`config.mk`:
```
export PLATFORM = sky130hd
export DESIGN_NAME = uart_cmd_decoder
export DESIGN_NICKNAME = d
export VERILOG_FILES = /design/src/rtl/uart_pkg.sv /design/src/rtl/cmd_match.sv /design/src/rtl/uart_cmd_decoder.sv
export SDC_FILE = /design/constraint.sdc
export NUM_CORES = 1
export LEC_CHECK = 0
export CAP_MARGIN = 20
export CORE_MARGIN = 4
export CORE_UTILIZATION = 40
export DETAILED_ROUTE_END_ITERATION = 7
export GPL_TIMING_DRIVEN = 0
export SYNTH_ARGS = -nofsm -noshare
export SYNTH_HDL_FRONTEND = slang
export SYNTH_SLANG_ARGS = --single-unit
```
`constraint.sdc`:
```
create_clock -name clk -period 2.2 [get_ports clk]
set_input_delay 0.44 -clock clk [delete_from_list [all_inputs] [get_ports clk]]
set_output_delay 0.44 -clock clk [all_outputs]
set_load 0.02 [all_outputs]
```
`src/rtl/uart_pkg.sv`:
```
// Shared constants, types and helpers for the UART command decoder.
package uart_pkg;

  localparam logic [7:0] ASCII_CR = 8'h0D;
  localparam logic [7:0] ASCII_LF = 8'h0A;
  localparam logic [7:0] ASCII_R  = 8'h52;
  localparam logic [7:0] ASCII_U  = 8'h55;
  localparam logic [7:0] ASCII_N  = 8'h4E;
  localparam logic [7:0] ASCII_S  = 8'h53;
  localparam logic [7:0] ASCII_T  = 8'h54;
  localparam logic [7:0] ASCII_P  = 8'h50;
  localparam logic [7:0] ASCII_C  = 8'h43;
  localparam logic [7:0] ASCII_L  = 8'h4C;

  localparam logic [23:0] CMD_RUN = {ASCII_R, ASCII_U, ASCII_N};
  localparam logic [23:0] CMD_STP = {ASCII_S, ASCII_T, ASCII_P};
  localparam logic [23:0] CMD_CLR = {ASCII_C, ASCII_L, ASCII_R};
  localparam logic [23:0] CMD_SNS = {ASCII_S, ASCII_N, ASCII_S};

  typedef enum logic [1:0] {
    CODE_RUN = 2'd0,
    CODE_STP = 2'd1,
    CODE_CLR = 2'd2,
    CODE_SNS = 2'd3
  } cmd_code_e;

  typedef enum logic [1:0] {
    ST_IDLE = 2'd0,
    ST_POPW = 2'd1,
    ST_EVAL = 2'd2
  } state_e;

  function automatic logic [7:0] fold_upper(input logic [7:0] b);
    if ((b >= 8'h61) && (b <= 8'h7A)) begin
      fold_upper = b - 8'h20;
    end else begin
      fold_upper = b;
    end
  endfunction

endpackage

```
`src/rtl/cmd_match.sv`:
```
// Combinational lookup of a 3-character sequence in the command table.
module cmd_match
  import uart_pkg::*;
(
  input  logic [23:0] seq_i,
  output logic        hit_o,
  output cmd_code_e   code_o
);

  // Table lookup; default covers every unmatched sequence
  always_comb begin
    hit_o  = 1'b1;
    code_o = CODE_RUN;
    case (seq_i)
      CMD_RUN: code_o = CODE_RUN;
      CMD_STP: code_o = CODE_STP;
      CMD_CLR: code_o = CODE_CLR;
      CMD_SNS: code_o = CODE_SNS;
      default: hit_o  = 1'b0;
    endcase
  end

endmodule

```
`src/rtl/uart_cmd_decoder.sv`:
```
// Decodes 3-character ASCII commands from the UART RX FIFO into one-cycle
// control pulses, with inter-character timeout and CR/LF resynchronisation.
module uart_cmd_decoder
  import uart_pkg::*;
#(
  parameter int unsigned TIMEOUT_CYCLES = 20_000_000,
  parameter bit          CASE_FOLD      = 1'b1
) (
  input  logic       clk,
  input  logic       rst,
  input  logic       rx_valid,
  input  logic [7:0] rx_data,
  output logic       pop_rx,
  output logic       cmd_valid,
  output logic [1:0] cmd_code,
  output logic       cmd_run,
  output logic       cmd_stop,
  output logic       cmd_clear,
  output logic       cmd_sensor,
  output logic [7:0] err_cnt
);

  state_e      state_q, state_d;
  logic        rdy_q;
  logic [7:0]  byte_q, byte_d;
  logic [7:0]  c1_q, c1_d;
  logic [7:0]  c2_q, c2_d;
  logic [1:0]  cnt_q, cnt_d;
  logic [31:0] gap_q, gap_d;
  logic        cmd_valid_q, cmd_valid_d;
  cmd_code_e   cmd_code_q, cmd_code_d;
  logic [3:0]  pulse_q, pulse_d;
  logic [7:0]  err_q, err_d;

  logic        pop_s;
  logic        hit_s;
  cmd_code_e   match_code_s;
  logic        is_eol_s;

  // rdy_q keeps pop_rx low while in reset and for the first cycle after it
  assign pop_s    = rdy_q && (state_q == ST_IDLE) && rx_valid;
  assign is_eol_s = (byte_q == ASCII_CR) || (byte_q == ASCII_LF);

  cmd_match u_cmd_match (
    .seq_i  ({c1_q, c2_q, byte_q}),
    .hit_o  (hit_s),
    .code_o (match_code_s)
  );

  // Next-state, buffer, timeout and output decode
  always_comb begin
    state_d     = state_q;
    byte_d      = byte_q;
    c1_d        = c1_q;
    c2_d        = c2_q;
    cnt_d       = cnt_q;
    gap_d       = gap_q;
    cmd_valid_d = 1'b0;
    cmd_code_d  = cmd_code_q;
    pulse_d     = 4'b0000;
    err_d       = err_q;

    case (state_q)
      ST_IDLE: begin
        if (pop_s) begin
          byte_d  = CASE_FOLD ? fold_upper(rx_data) : rx_data;
          state_d = ST_POPW;
        end else begin
          state_d = ST_IDLE;
        end
      end
      ST_POPW: state_d = ST_EVAL;
      ST_EVAL: state_d = ST_IDLE;
      default: state_d = ST_IDLE;
    endcase

    if (state_q == ST_EVAL) begin
      gap_d = 32'd0;
      if (is_eol_s) begin
        cnt_d = 2'd0;
        c1_d  = 8'h00;
        c2_d  = 8'h00;
      end else if (cnt_q == 2'd2) begin
        // Third byte completes the sequence: match or count an error
        if (hit_s) begin
          cmd_valid_d = 1'b1;
          cmd_code_d  = match_code_s;
          pulse_d     = 4'b0001 << match_code_s;
        end else if (err_q != 8'hFF) begin
          err_d = err_q + 8'd1;
        end else begin
          err_d = err_q;
        end
        cnt_d = 2'd0;
        c1_d  = 8'h00;
        c2_d  = 8'h00;
      end else begin
        c1_d  = c2_q;
        c2_d  = byte_q;
        cnt_d = cnt_q + 2'd1;
      end
    end else if (pop_s || (cnt_q == 2'd0) || (TIMEOUT_CYCLES == 0)) begin
      gap_d = 32'd0;
    end else if (gap_q == (TIMEOUT_CYCLES - 32'd1)) begin
      gap_d = 32'd0;
      cnt_d = 2'd0;
      c1_d  = 8'h00;
      c2_d  = 8'h00;
    end else begin
      gap_d = gap_q + 32'd1;
    end
  end

  // State and output registers
  always_ff @(posedge clk or negedge rst) begin
    if (!rst) begin
      state_q     <= ST_IDLE;
      rdy_q       <= 1'b0;
      byte_q      <= 8'h00;
      c1_q        <= 8'h00;
      c2_q        <= 8'h00;
      cnt_q       <= 2'd0;
      gap_q       <= 32'd0;
      cmd_valid_q <= 1'b0;
      cmd_code_q  <= CODE_RUN;
      pulse_q     <= 4'b0000;
      err_q       <= 8'h00;
    end else begin
      state_q     <= state_d;
      rdy_q       <= 1'b1;
      byte_q      <= byte_d;
      c1_q        <= c1_d;
      c2_q        <= c2_d;
      cnt_q       <= cnt_d;
      gap_q       <= gap_d;
      cmd_valid_q <= cmd_valid_d;
      cmd_code_q  <= cmd_code_d;
      pulse_q     <= pulse_d;
      err_q       <= err_d;
    end
  end

  assign pop_rx     = pop_s;
  assign cmd_valid  = cmd_valid_q;
  assign cmd_code   = cmd_code_q;
  assign cmd_run    = pulse_q[0];
  assign cmd_stop   = pulse_q[1];
  assign cmd_clear  = pulse_q[2];
  assign cmd_sensor = pulse_q[3];
  assign err_cnt    = err_q;

endmodule

```
-- After elaboration in Yosys (flattened, before gate mapping)
Index checks and enable logic that the tools add are counted.
Widths: inputs -> output; s select.
- bitwise logic cells: 2
- div/mod/pow operators: 0
- multiplexer cells: 29
- $add $sub $neg: 4
- reduce and logical (&&, ||, !) cells: 13
- equal/unequal tests: 12
- shift-type cells: 1
- multipliers: 0
- magnitude comparators: 2
- operators by type and width (kind ; count):
    $eq 24x23->1 const B ; 4
    $mux 32 ; 3
    $mux 8 ; 9
    $add 32x1->32 const B ; 1
    $eq 32x25->1 const B ; 1
    $eq 8x4->1 const B ; 2
    $mux 4 ; 4
    $mux 2 ; 5
    $add 8x1->8 const B ; 1
    $ge 8x7->1 const B ; 1
    $le 8x7->1 const B ; 1
    $ne 8x8->1 const B ; 1
    $sub 8x6->8 const B ; 1
    $mux 1 ; 6
    $pmux 2 s3 ; 1
    $reduce_and 5->1 ; 1
    $eq 2x2->1 const B ; 2
    $logic_not 2->1 ; 2
    $pmux 2 s2 ; 1
    $reduce_and 2->1 ; 2
    $reduce_and 4->1 ; 1
    $reduce_or 4->1 ; 1
    $shl 1x2->4 const A ; 1
    $logic_and 1x1->1 ; 3
    other kinds (6) ; 8
- logic and storage cells: 74
- memories kept: 0
- bits in read-only memories: 0
- latch bits: 0
- input port bits: 11
- bits in writable memories: 0
- output and inout bits: 16
- flip-flop bits (word level): 76

-- Longest topological paths before layout
- depth after elaboration: 7
- mapped depth: 8
- mapped depth without buffers: 7

-- By module
From an unflattened synthesis, not the netlist that was laid out.
- cell total of the unflattened synthesis: 353
- area, all modules: 3594.7 um^2
- modules (own cells, without submodules) (module ; cells each ; instances ; area an instance (um^2) ; seq. area each (um^2)):
    uart_cmd_decoder ; 327 ; 1 ; 3433.3 ; 1901.8
    cmd_match ; 26 ; 1 ; 161.4 ; 0.0

-- Worst setup path after synthesis
No wires, ideal clock.
- path type: reg-to-reg
- start: reg byte_q[5]
- end: reg err_q[1] (netlist: err_cnt[1])
- buffers on the path: 0
- path slack: 129 ps
- data required time: 2072 ps
- setup time: 128 ps
- period minus slack after synthesis: 2071 ps
- stages on the path, launching flop included: 6
- arrival time: 1944 ps
- cells stage by stage: dfrtp_1 -> or4b_1 -> a211oi_1 -> nand3b_1 -> nand4b_4 -> mux2_1
- cells in the longest elaborated chain, start to end: 5
- elaborated cells between the ends (all ways): 12
- those cells by class: 6 x eq/ne; 1 x mux; 2 x bitwise; 3 x reduce/logical
- ends and longest elaborated chain (what ; RTL line ; text):
    start: declaration ; uart_cmd_decoder.sv:25 ; logic [7:0] byte_q, byte_d;
    start signal: assignment ; uart_cmd_decoder.sv:131 ; byte_q <= byte_d;
    $eq 24x23->1 ; cmd_match.sv:14 ; case (seq_i)
    $reduce_or 4->1 (no source line) ; n/a ;
    $mux 1 ; cmd_match.sv:14 ;
    $not 1->1 (no source line) ; n/a ;
    $reduce_and 5->1 (no source line) (*) ; n/a ;
    end signal: assignment ; uart_cmd_decoder.sv:139 ; err_q <= err_d;
    end: declaration ; uart_cmd_decoder.sv:33 ; logic [7:0] err_q, err_d;
Every way passes the cells marked *; elsewhere a longest branch is shown, timed or not.
A chain may end at the register's enable or synchronous reset.

-- Worst setup path after layout
- start: in rx_valid
- end: out pop_rx
- cells in the longest elaborated chain, start to end: 1
- ends and longest elaborated chain (what ; RTL line ; text):
    start: declaration ; uart_cmd_decoder.sv:11 ; input logic rx_valid,
    $logic_and 1x1->1 ; uart_cmd_decoder.sv:41 ; assign pop_s = rdy_q && (state_q == ST_IDLE) && rx_valid;
    end: declaration ; uart_cmd_decoder.sv:13 ; output logic pop_rx,
Every way passes these cells.

==> qor.txt <==
starting density of the core -> 41.2%
CP bufs+invs -> 3
IO Pins -> 27
share of cells above drive strength 1 -> 14.0%
CTS Root Cell -> clkbuf_8
Routed WL -> 7.32 mm
post-synthesis cell area -> 3610 um^2
TritonCTS clock tree -> done
Die Wd -> 103 um
most common cell after layout, fill and taps aside -> dfrtp_1
DR vias -> 2719
Core Region -> 8760 um^2
clk_skew -> 0.0126 ns
Initial DRT Pass Iterations -> 4
total grt overflow -> 0
Yosys warnings -> 0
commonest cells after routing, fill and taps aside -> dfrtp_1 (76), nor2_1 (59), nand2_1 (26)
period utilization -> 95.4%
Crit-path slowest cell -> clkdlybuf4s50_1
via-per-instance ratio -> 5.29
Max VDD drop -> 0.398 mV
Crit path largest cell delay -> 0.48 ns
hold depth -> 1
CTS buffer count -> 9
Hold Crit Class -> flop to flop
Starting DRT DRC Count -> 81
post-synthesis register bit count -> 76
CP required -> 1.76 ns
Placement Setup Slack -> -0.727 ns
RSZ-0062 raised after global routing -> false
HPWL Detailed -> 5.00 mm
top cell type by total area after synthesis -> dfrtp_1
Setup violations, final -> 0
startpoint types -> primary input
Least-Margin Pin Slew -> 0.668 ns
Final Hold Violating Endpoints -> 0
pins over their slew limit -> 0
crit path from -> rx_valid
routed length per placed instance -> 14.2 um
die height -> 103 um
critical path class -> primary input to primary output
max cap viols -> 0
reg2reg start -> byte_q[5]
Synthesized Nets -> 367
synth unique cells -> 45
CP Depth -> 5
H-tree Lvls -> 3
Sink Count -> 76
Setup WS post-layout -> 0.100 ns
Tot Pwr -> 3.74 mW
Total GRT Usage -> 15.0%
Seq/Total Area, Yosys -> 52.7%
CP Max Fanout -> 4
synth top area cells -> dfrtp_1 (53%), nor2_1 (6.1%), xnor2_1 (4.4%), a22o_1 (4.1%), xor2_1 (2.9%)
top cell type's share of synthesized area -> 52.7%
ys async rst share -> 100%
main flop type after synthesis -> dfrtp_1
Layout area overhead -> 21.9%
Avg Cell Area, Syn -> 10.2 um^2
number of port buffers -> 26
Clk Latency, worst-skew pair -> 0.35 ns
worst r2r path cells -> 5
fmax -> 0.476 GHz
CTS clk-pin slew, worst paths -> 0.07 ns
final core area utilization -> 50.2%
Max clock buf depth -> 2
die area -> 10600 um^2
antenna viol nets, final -> 0
gp weighted congestion -> 0.734
Cell Area, Placed -> 4030 um^2
final instance area -> 4400 um^2
number of antenna violations at the first check in global routing -> 0
EDFF count, synth -> 0
CP top delay family -> buffers and inverters
Worst slew margin -> 55.1%
Layout Cells excl Fill -> 514
largest net degree at the start of global routing -> 56
CP Data Arrival Time -> 1.66 ns
Nets -> 415
first-pass GRT wire length -> 12.5 mm
Setup crit end kind -> primary output
Antenna Cells -> 0
Cell Rows -> 34
vias in the first global route -> 2598
min Tclk post-route -> 2.10 ns
HP Start -> gap_q[0]
placed insts -> 488
Pleak -> 1.79 nW
Remaining DRCs -> 0
Post-Syn Instances -> 353
status -> finished, final reports clean
CP cell instances -> clkdlybuf4s50_1 > nand2_1 > nor3_4 > buf_8 > clkdlybuf4s15_2
PwrDens -> 851 nW/um^2
## area by class of cell
cell class                      count  area [um^2]
Fill cell                         804         4370
Sequential cell                    76         1900
Inverter                           12         45.0
Timing Repair Buffer               37          364
Multi-Input combinational cell    259         1680
Clock buffer                       11          141
Buffer                              6         45.0
Tap cell                          108          135
Clock inverter                      5         83.8
## synthesized netlist by cell type, types with 3 or more instances
library cell	n
a21oi_1	13
a22o_1	17
and3_1	3
buf_2	3
dfrtp_1	76
ha_1	3
inv_1	12
mux2_2	5
nand2_1	27
nand3_1	19
nand4_1	10
nor2_1	59
nor2b_1	5
nor3_1	15
o21ai_0	10
or3_1	5
or4_1	4
xnor2_1	18
xor2_1	12
## power breakdown
| group | internal (mW) | total (mW) | switching, mW |
|---|---|---|---|
| Clock | 0.674 | 1.20 | 0.522 |
| Combinational | 0.337 | 0.706 | 0.368 |
| Sequential | 1.61 | 1.84 | 0.223 |
| Total | 2.63 | 3.74 | 1.11 |
## repair_timing
item	in CTS	in global routing
cloned	0	0
hold buffers	1	0
setup endpoints to repair	46	27
buffers inserted	4	5
pin swaps	1	3
endpoints found under the hold margin	21	0
gates resized for setup	11	6
## flip-flops by register name, summed over array words and instances, names as in the netlist
signal / count
byte_q: 8
gap_q: 32
cnt_q: 2
cmd_code: 2
rdy_q: 1
c1_q: 8
cmd_valid: 1
c2_q: 8
pulse_q: 4
err_cnt: 8
state_q: 2
## metal layers
metal	track usage (%)	routed length, um	vias up
met4	5.78	122	0
met5	0	0	-
li1	-	-	1336
met2	23.7	3450	28
met1	19.9	3530	1343
met3	3.65	216	12
## logic make-up (layout without fill, tap and decap cells)
| family | count (synthesis) | after routing | share of synthesized area (%) |
|---|---|---|---|
| compound gates | 48 | 48 | 9.30 |
| xor+xnor | 30 | 30 | 7.28 |
| fa+ha+maj | 3 | 3 | 1.04 |
| buf+inv | 18 | 71 | 2.19 |
| flops | 76 | 76 | 52.7 |
| mux | 6 | 6 | 1.87 |
| other cells | 1 | 1 | 0.104 |
| simple gates | 171 | 171 | 25.5 |
## worst paths after layout
kind | to | slack, ns
min in group asynchronous | c1_q[7] | 0.52
max in group asynchronous | gap_q[2] | 1.11
hold reg to reg | gap_q[0] | 0.49
setup / recovery | pop_rx | 0.10
setup reg to reg | err_cnt[1] | 0.11
hold / removal | gap_q[0] | 0.49
## stage by stage
| stage | setup TNS (ns) | hold slack (ns) |
|---|---|---|
| 2_1_floorplan | 0 | 0.144 |
| 3_3_place_gp | -160.89 | 0.475 |
| 3_5_place_dp | -12.12 | 0.354 |
| 4_1_cts | 0 | 0.493 |
| 5_1_grt | 0 | 0.513 |
| 6_report | 0 | 0.485 |
(Power assumes the default switching activity.)
